`src/rtl/picomips_io_sequencer.sv`:
```
// Front-panel I/O sequencer: debounces Bstus, captures NIN operands from SW, hands them
// to the picoMIPS core over valid/ready, then steps NOUT results onto LED one press at a time.
module picomips_io_sequencer #(
    parameter int DW          = 8,
    parameter int NIN         = 2,
    parameter int NOUT        = 2,
    parameter int SYNC_STAGES = 2,
    parameter int DEBOUNCE    = 4
) (
    input  logic                 fastclk,
    input  logic                 nreset,
    input  logic                 Bstus,
    input  logic [DW-1:0]        SW,
    output logic [DW-1:0]        LED,
    output logic [NIN*DW-1:0]    in_data,
    output logic                 in_valid,
    input  logic                 in_ready,
    input  logic [NOUT*DW-1:0]   res_data,
    input  logic                 res_valid,
    output logic                 res_ready,
    output logic [1:0]           phase
);

    typedef enum logic [1:0] {
        PH_CAPTURE  = 2'd0,
        PH_ISSUE    = 2'd1,
        PH_WAIT_RES = 2'd2,
        PH_SHOW     = 2'd3
    } phase_t;

    localparam int MAXN = (NIN > NOUT) ? NIN : NOUT;
    localparam int IW   = (MAXN > 1) ? $clog2(MAXN) : 1;
    localparam int CW   = $clog2(DEBOUNCE + 1);

    logic [SYNC_STAGES-1:0] sync_q, sync_d;
    logic [CW-1:0]          cnt_q, cnt_d;
    logic                   deb_q, deb_d;
    logic                   armed_q, armed_d;
    phase_t                 state_q, state_d;
    logic [IW-1:0]          idx_q, idx_d;
    logic [DW-1:0]          led_q, led_d;
    logic [NIN*DW-1:0]      in_data_q, in_data_d;
    logic                   in_valid_q, in_valid_d;
    logic [NOUT*DW-1:0]     res_q, res_d;
    logic                   res_ready_q, res_ready_d;
    logic                   synced;
    logic                   press;

    always_ff @(posedge fastclk or negedge nreset) begin
        if (!nreset) begin
            // Sync chain and debounced level start high so a held switch never looks like an edge
            sync_q      <= '1;
            cnt_q       <= '0;
            deb_q       <= 1'b1;
            armed_q     <= 1'b0;
            state_q     <= PH_CAPTURE;
            idx_q       <= '0;
            led_q       <= '0;
            in_data_q   <= '0;
            in_valid_q  <= 1'b0;
            res_q       <= '0;
            res_ready_q <= 1'b0;
        end else begin
            sync_q      <= sync_d;
            cnt_q       <= cnt_d;
            deb_q       <= deb_d;
            armed_q     <= armed_d;
            state_q     <= state_d;
            idx_q       <= idx_d;
            led_q       <= led_d;
            in_data_q   <= in_data_d;
            in_valid_q  <= in_valid_d;
            res_q       <= res_d;
            res_ready_q <= res_ready_d;
        end
    end

    always_comb begin
        sync_d      = {sync_q[SYNC_STAGES-2:0], Bstus};
        synced      = sync_q[SYNC_STAGES-1];
        cnt_d       = '0;
        deb_d       = deb_q;
        armed_d     = armed_q;
        state_d     = state_q;
        idx_d       = idx_q;
        led_d       = led_q;
        in_data_d   = in_data_q;
        in_valid_d  = in_valid_q;
        res_d       = res_q;
        res_ready_d = 1'b0;

        // Count consecutive cycles the synced level disagrees with the debounced one
        if (synced != deb_q) begin
            if (cnt_q == CW'(DEBOUNCE - 1)) begin
                deb_d = synced;
            end else begin
                cnt_d = cnt_q + CW'(1);
            end
        end

        // armed only sets while debounced is low, so debounced high with armed set is a fresh rise
        press = deb_q & armed_q;
        if (press) begin
            armed_d = 1'b0;
        end else if (!deb_q) begin
            armed_d = 1'b1;
        end

        case (state_q)
            PH_CAPTURE: begin
                if (press) begin
                    in_data_d[int'(idx_q)*DW +: DW] = SW;
                    led_d = SW;
                    if (idx_q == IW'(NIN - 1)) begin
                        idx_d      = '0;
                        in_valid_d = 1'b1;
                        state_d    = PH_ISSUE;
                    end else begin
                        idx_d = idx_q + IW'(1);
                    end
                end
            end
            PH_ISSUE: begin
                if (in_valid_q && in_ready) begin
                    in_valid_d = 1'b0;
                    state_d    = PH_WAIT_RES;
                end
            end
            PH_WAIT_RES: begin
                if (res_valid) begin
                    res_d       = res_data;
                    res_ready_d = 1'b1;
                    led_d       = res_data[DW-1:0];
                    idx_d       = '0;
                    state_d     = PH_SHOW;
                end
            end
            PH_SHOW: begin
                if (press) begin
                    if (idx_q == IW'(NOUT - 1)) begin
                        led_d   = '0;
                        idx_d   = '0;
                        state_d = PH_CAPTURE;
                    end else begin
                        idx_d = idx_q + IW'(1);
                        led_d = res_q[int'(idx_d)*DW +: DW];
                    end
                end
            end
            default: state_d = PH_CAPTURE;
        endcase
    end

    assign LED       = led_q;
    assign in_data   = in_data_q;
    assign in_valid  = in_valid_q;
    assign res_ready = res_ready_q;
    assign phase     = state_q;

endmodule

```
`config.mk`:
```
export PLATFORM = sky130hd
export DESIGN_NAME = picomips_io_sequencer
export DESIGN_NICKNAME = d
export VERILOG_FILES = /design/src/rtl/picomips_io_sequencer.sv
export SDC_FILE = /design/constraint.sdc
export NUM_CORES = 1
export LEC_CHECK = 0
export BUFFER_PORTS_ARGS = -buffer_cell sky130_fd_sc_hd__buf_4
export CAP_MARGIN = 5
export CORE_MARGIN = 1.5
export CORE_UTILIZATION = 45
export DETAILED_ROUTE_END_ITERATION = 16
export PLACE_DENSITY = 0.71
export SYNTH_ARGS = -nofsm -noshare
export SYNTH_HDL_FRONTEND = slang
export SYNTH_SLANG_ARGS = --single-unit
```
`constraint.sdc`:
```
create_clock -name fastclk -period 1.9 [get_ports fastclk]
set_input_delay 0.38 -clock fastclk [delete_from_list [all_inputs] [get_ports fastclk]]
set_output_delay 0.38 -clock fastclk [all_outputs]
set_load 0.02 [all_outputs]
```
# After elaboration in Yosys (flattened, before gate mapping)
# Cells that the tools add are included.
# W data, S select, Z words.
[totals]
ff_bits = 52
wordCells = 71
latchBits = 0
romBits = 0
ramBits = 0
n_memories = 0
[op_classes]
div_mod_pow = 0
order_cmp = 0
n_addsub = 3
shifts = 3
n_mux = 27
multipliers = 0
n_reduce_logical = 13
bitwise = 1
eq_ne = 13
[ops]
columns = ["cell", "count"]
rows = [
  ["$neg A4 Y33", 1],
  ["$shift A8 B33 Y16 const A", 1],
  ["$shiftx A8 B33 Y16", 1],
  ["$mux W8", 4],
  ["$pmux W8 S3", 1],
  ["$bwmux W16", 1],
  ["$shiftx A16 B5 Y8", 1],
  ["$mux W2", 6],
  ["$ne A2 B2 Y1 const B", 6],
  ["$mux W1", 10],
  ["$pmux W2 S4", 1],
  ["$reduce_and A4 Y1", 2],
  ["$mux W3", 2],
  ["$reduce_and A2 Y1", 3],
  ["$reduce_and A6 Y1", 1],
  ["$eq A2 B2 Y1 const B", 2],
  ["$ne A2 B1 Y1 const B", 2],
  ["$pmux W1 S2", 2],
  ["$reduce_bool A2 Y1", 2],
  ["$add A3 B1 Y3 const B", 1],
  ["$eq A3 B2 Y1 const B", 1],
  ["$reduce_and A3 Y1", 1],
  ["$reduce_bool A3 Y1", 1],
  ["$eq A2 B1 Y1 const B", 1],
  ["6 further kinds", 6],
]

# Longest topological paths before layout
[logic_depth]
depth_word = 5
mapped_depth = 7
ltp_nobuf = 6

# Least setup slack after synthesis
# Ideal clock, no wire load.
[synth_timing]
kind = "register to register"
from = "reg state_q[0], in the netlist phase[0]"
to = "reg led_q[0], in the netlist LED[0]"
setup_slack_ps = -21
setup_ps = 125
n_path_buf = 0
period_less_slack_ps = 1921
t_required_ps = 1775
arrival_ps = 1797
stages_incl_launch_ff = 7
cell_sequence = "dfrtp_1 > inv_1 > ha_1 > and2b_1 > o21bai_4 > nor2_4 > mux2_2"
[synth_between]
elab_chain_len = 3
word_cells_on_any_way = 9
cone_classes = "eq/ne: 5; mux: 1; reduce/logical: 3"
[synth_lines]
columns = ["element", "line_no", "text"]
rows = [
  ["start: declaration", "39", "phase_t state_q, state_d;"],
  ["start signal: assignment", "68", "state_q <= state_d;"],
  ["$eq A2 B2 Y1 / $logic_not A2 Y1 (equally long branches)", "109", "case (state_q)"],
  ["$ne A2 B2 Y1 (no source line) / $reduce_bool A3 Y1 (equally long branches)", "--", ""],
  ["$reduce_and A4 Y1 (no source line)", "--", ""],
  ["end signal: assignment", "70", "led_q <= led_d;"],
  ["end: declaration", "41", "logic [DW-1:0] led_q, led_d;"],
]
# Several ways; a longest one is shown, not always the timed one.
# A chain may end at the register's enable or synchronous reset.

# Worst setup path in the final report
# Same ends and word-level chain as after synthesis.

==> results by group <==
Layout
  • Number of antenna diodes: 0
  • Final net count: 251
  • Share of layout cells above drive strength 1: 0.5467
  • Design Area, Final: 0.002595 sq mm
  • P&R area growth vs syn: 29.46%
  • Fin cells: 266

Synth
  • Synthesized instance count: 152
  • Area leader, netlist: dfrtp_1
  • Post-Synth Adder-Cell Area: 0.05618
  • Synth cell types: 31
  • Synthesized area: 0.002004 sq mm
  • Post-Synth Simple-Gate Area: 0.09988
  • Top cell type's share of synthesized area: 0.5119
  • FF+latch count, synth: 44
  • Post-Synth XOR/XNOR Area: 0.004370
  • Largest family of logic cells by synthesized area: multiplexers
  • Compound-Gate Fraction of Synth Area: 0.07428
  • Average size of a mapped cell: 13.19 sq um
  • Yosys warns: 0
  • Number of synthesized flops with an enable pin: 0
  • Register area share after synthesis: 0.5512
  • Top FF cell, synth: dfrtp_1
  • Multiplexer area fraction after synthesis: 0.1923
  • Area contributors post-synth: dfrtp_1 (51%), mux2_2 (18%), ha_1 (5.6%), dfstp_2 (3.9%), nor2_1 (3.7%)
  • Synth Net Count: 190
  • Share of flip-flops with an asynchronous set or reset: 1.000

Clock network
  • CTS sink count: 44
  • Root buffer cell: clkbuf_8
  • Clock Latency Late Sink: 0.29 ns
  • Clock-pin slew on the worst setup and hold paths: 0.08 ns
  • CTS tree: built
  • H-tree levels: 2
  • Max Buffers Root-to-Sink: 2
  • Hold Buf Count CTS: 0
  • Num CTS Buffers: 5

Die
  • Initial Util: 0.4635
  • Die Wd: 69.74 microns
  • Chip Height: 69.74 microns
  • Num rows: 24
  • I/O pin count: 57
  • Core area: 0.004324 sq mm
  • Die area: 0.004864 sq mm

Pwr
  • Max VDD drop: 822.8 uV
  • Power Total: 4.928 mW
  • PD cells: 1899 mW/mm^2
  • Leak Pwr: 1.209 nW

Worst setup path
  • Worst r2r src: phase[0]$_DFFE_PN0P_
  • Arrival time worst endpoint: 1.98 ns
  • Startpoint types: flip-flop
  • Crit. Startpoint: phase[0]$_DFFE_PN0P_
  • CP Capture Type: flip-flop
  • CP Class: reg2reg
  • Worst-path fanout max: 8
  • Critical Path RT: 2.08 ns

STA
  • Clk_skew: 0.006410 ns
  • Worst slew margin: 0.6497
  • Slew @ Worst Pin: 0.5255 ns
  • Crit path time final: 1.805 ns
  • Peak Freq: 553.9 MHz
  • RSZ-0062 raised after global routing: false
  • Hold Vio Cnt, Final: 0
  • # setup viols final: 0
  • Fin crit share: 0.9503
  • Hold WS: 0.06058 ns
  • Max-slew violations: 0
  • Setup WS post-layout: 0.09452 ns

GRT
  • First-pass GRT wire length: 7.300 mm
  • Initial antenna violation count: 0
  • Vias in the first global route: 1,503
  • Largest net degree at the start of global routing: 45
  • Global Route Usage Sum: 0.1916
  • Global route total overflow: 0

Route
  • DRC viols: 0
  • Routed wire length: 4.274 mm
  • Via count: 1,363
  • Antenna viol nets, final: 0
  • Drt first pass iters: 6
  • Wire per inst: 16.07 microns
  • Post-DR vias/cell: 5.124
  • DRT iter0 DRCs: 55

Min path
  • Hold WC Path Type: in2async

Place
  • Area of placed instances: 0.002470 sq mm
  • Cells after DPL: 257
  • Dpl ws: -0.01482 ns
  • HPWL after DPL: 3.293 mm
  • Placer congestion estimate: 0.8145
  • Port Buf Inserts: 56

Run
  • Max_cap viols: 0

Status
  • Status: completed
==> Yosys cell counts (2+ instances only) <==
cell type	n
nor3_1	2
o21ai_0	3
nand2_1	5
ha_1	9
mux2_2	32
dfrtp_1	41
nor3b_1	2
dfstp_2	3
a21oi_1	3
nor2b_1	2
inv_1	4
a221oi_1	8
nor2_1	20
==> worst max-delay path, cell delays in order (launching register included) <==
cell	delay (ns)
dfrtp_2	0.41
buf_4	0.15
ha_1	0.19
nor2b_2	0.20
a221oi_1	0.38
nor2_1	0.09
mux2_2	0.28
==> area by class of cell <==
type	instances	area [sq um]
clock inverter	2	12.51
inverter	4	15.01
clock buffer	6	72.57
fill	353	1729
tap	52	65.06
timing repair buffer	58	435.4
multi-input combinational	100	887.1
sequential	44	1107
==> final timing paths <==
check,endpoint,slack (ns),cells past startpoint
setup / recovery,LED[0]$_DFFE_PN0P_,0.09,6
hold / removal,cnt_q[1]$_DFF_PN0_,0.06,1
setup reg to reg,LED[0]$_DFFE_PN0P_,0.09,6
hold reg to reg,sync_q[1]$_DFF_PN1_,0.36,0
max in group asynchronous,phase[1]$_DFFE_PN0P_,1.46,1
min in group fastclk,sync_q[0]$_DFF_PN1_,0.19,1
==> sequential cells by signal, indices dropped and copies added, names as in the netlist <==
signal and count:
LED 8, armed_q 1, cnt_q 3, deb_q 1
idx_q 1, in_data 16, in_valid 1, phase 2
res_q 8, res_ready 1, sync_q 2
==> metal layers <==
layer	vias to the layer above	GRT usage	routed length, microns
li1	654	-	-
met1	662	0.2374	1775
met2	39	0.3280	2236
met3	8	0.05233	199
met4	0	0.05769	63
met5	-	0	0
==> kinds of logic after synthesis <==
logic type,after synthesis
and+or+nand+nor,39
xor gates and xnor gates,1
buffers and inverters,8
AOI/OAI and AO/OA,17
muxes,34
DFF,44
adders and majority gates,9
==> power breakdown <==
| part | switching (mW) | internal (mW) |
|---|---|---|
| sequential | 0.295 | 1.40 |
| clock | 0.300 | 0.257 |
| combinational | 1.36 | 1.31 |
| total | 1.96 | 2.97 |
==> placed cells by master (no fill, tap or decap), types with 2 or more instances in the layout <==
| cell type | count |
|---|---|
| a21oi_1 | 3 |
| nand2_1 | 4 |
| nor2b_1 | 2 |
| a221oi_1 | 7 |
| o21ai_0 | 3 |
| inv_1 | 4 |
| dfstp_2 | 3 |
| nor2_4 | 2 |
| mux2_2 | 32 |
| dfrtp_1 | 39 |
| dfrtp_2 | 2 |
| clkbuf_8 | 5 |
| nor2_1 | 18 |
| nor3b_1 | 2 |
| ha_1 | 8 |
| nor3_1 | 2 |
| buf_4 | 58 |
==> repair_timing <==
item	4_1_cts	5_1_grt
gates resized for setup	0	8
endpoints found under the setup margin	7	10
gates cloned	0	0
pin swaps	1	1
buffers inserted	1	0
==> stage by stage <==
| stage | util | TNS (ns) |
|---|---|---|
| global route | 0.6001 | 0 |
| finish | 0.6001 | 0 |
| global placement | 0.5712 | 0 |
| floorplan | - | 0 |
| CTS | 0.5926 | 0 |
| detailed placement | 0.5712 | -0.06340 |
Note: power is estimated with default switching activity, not from simulation.
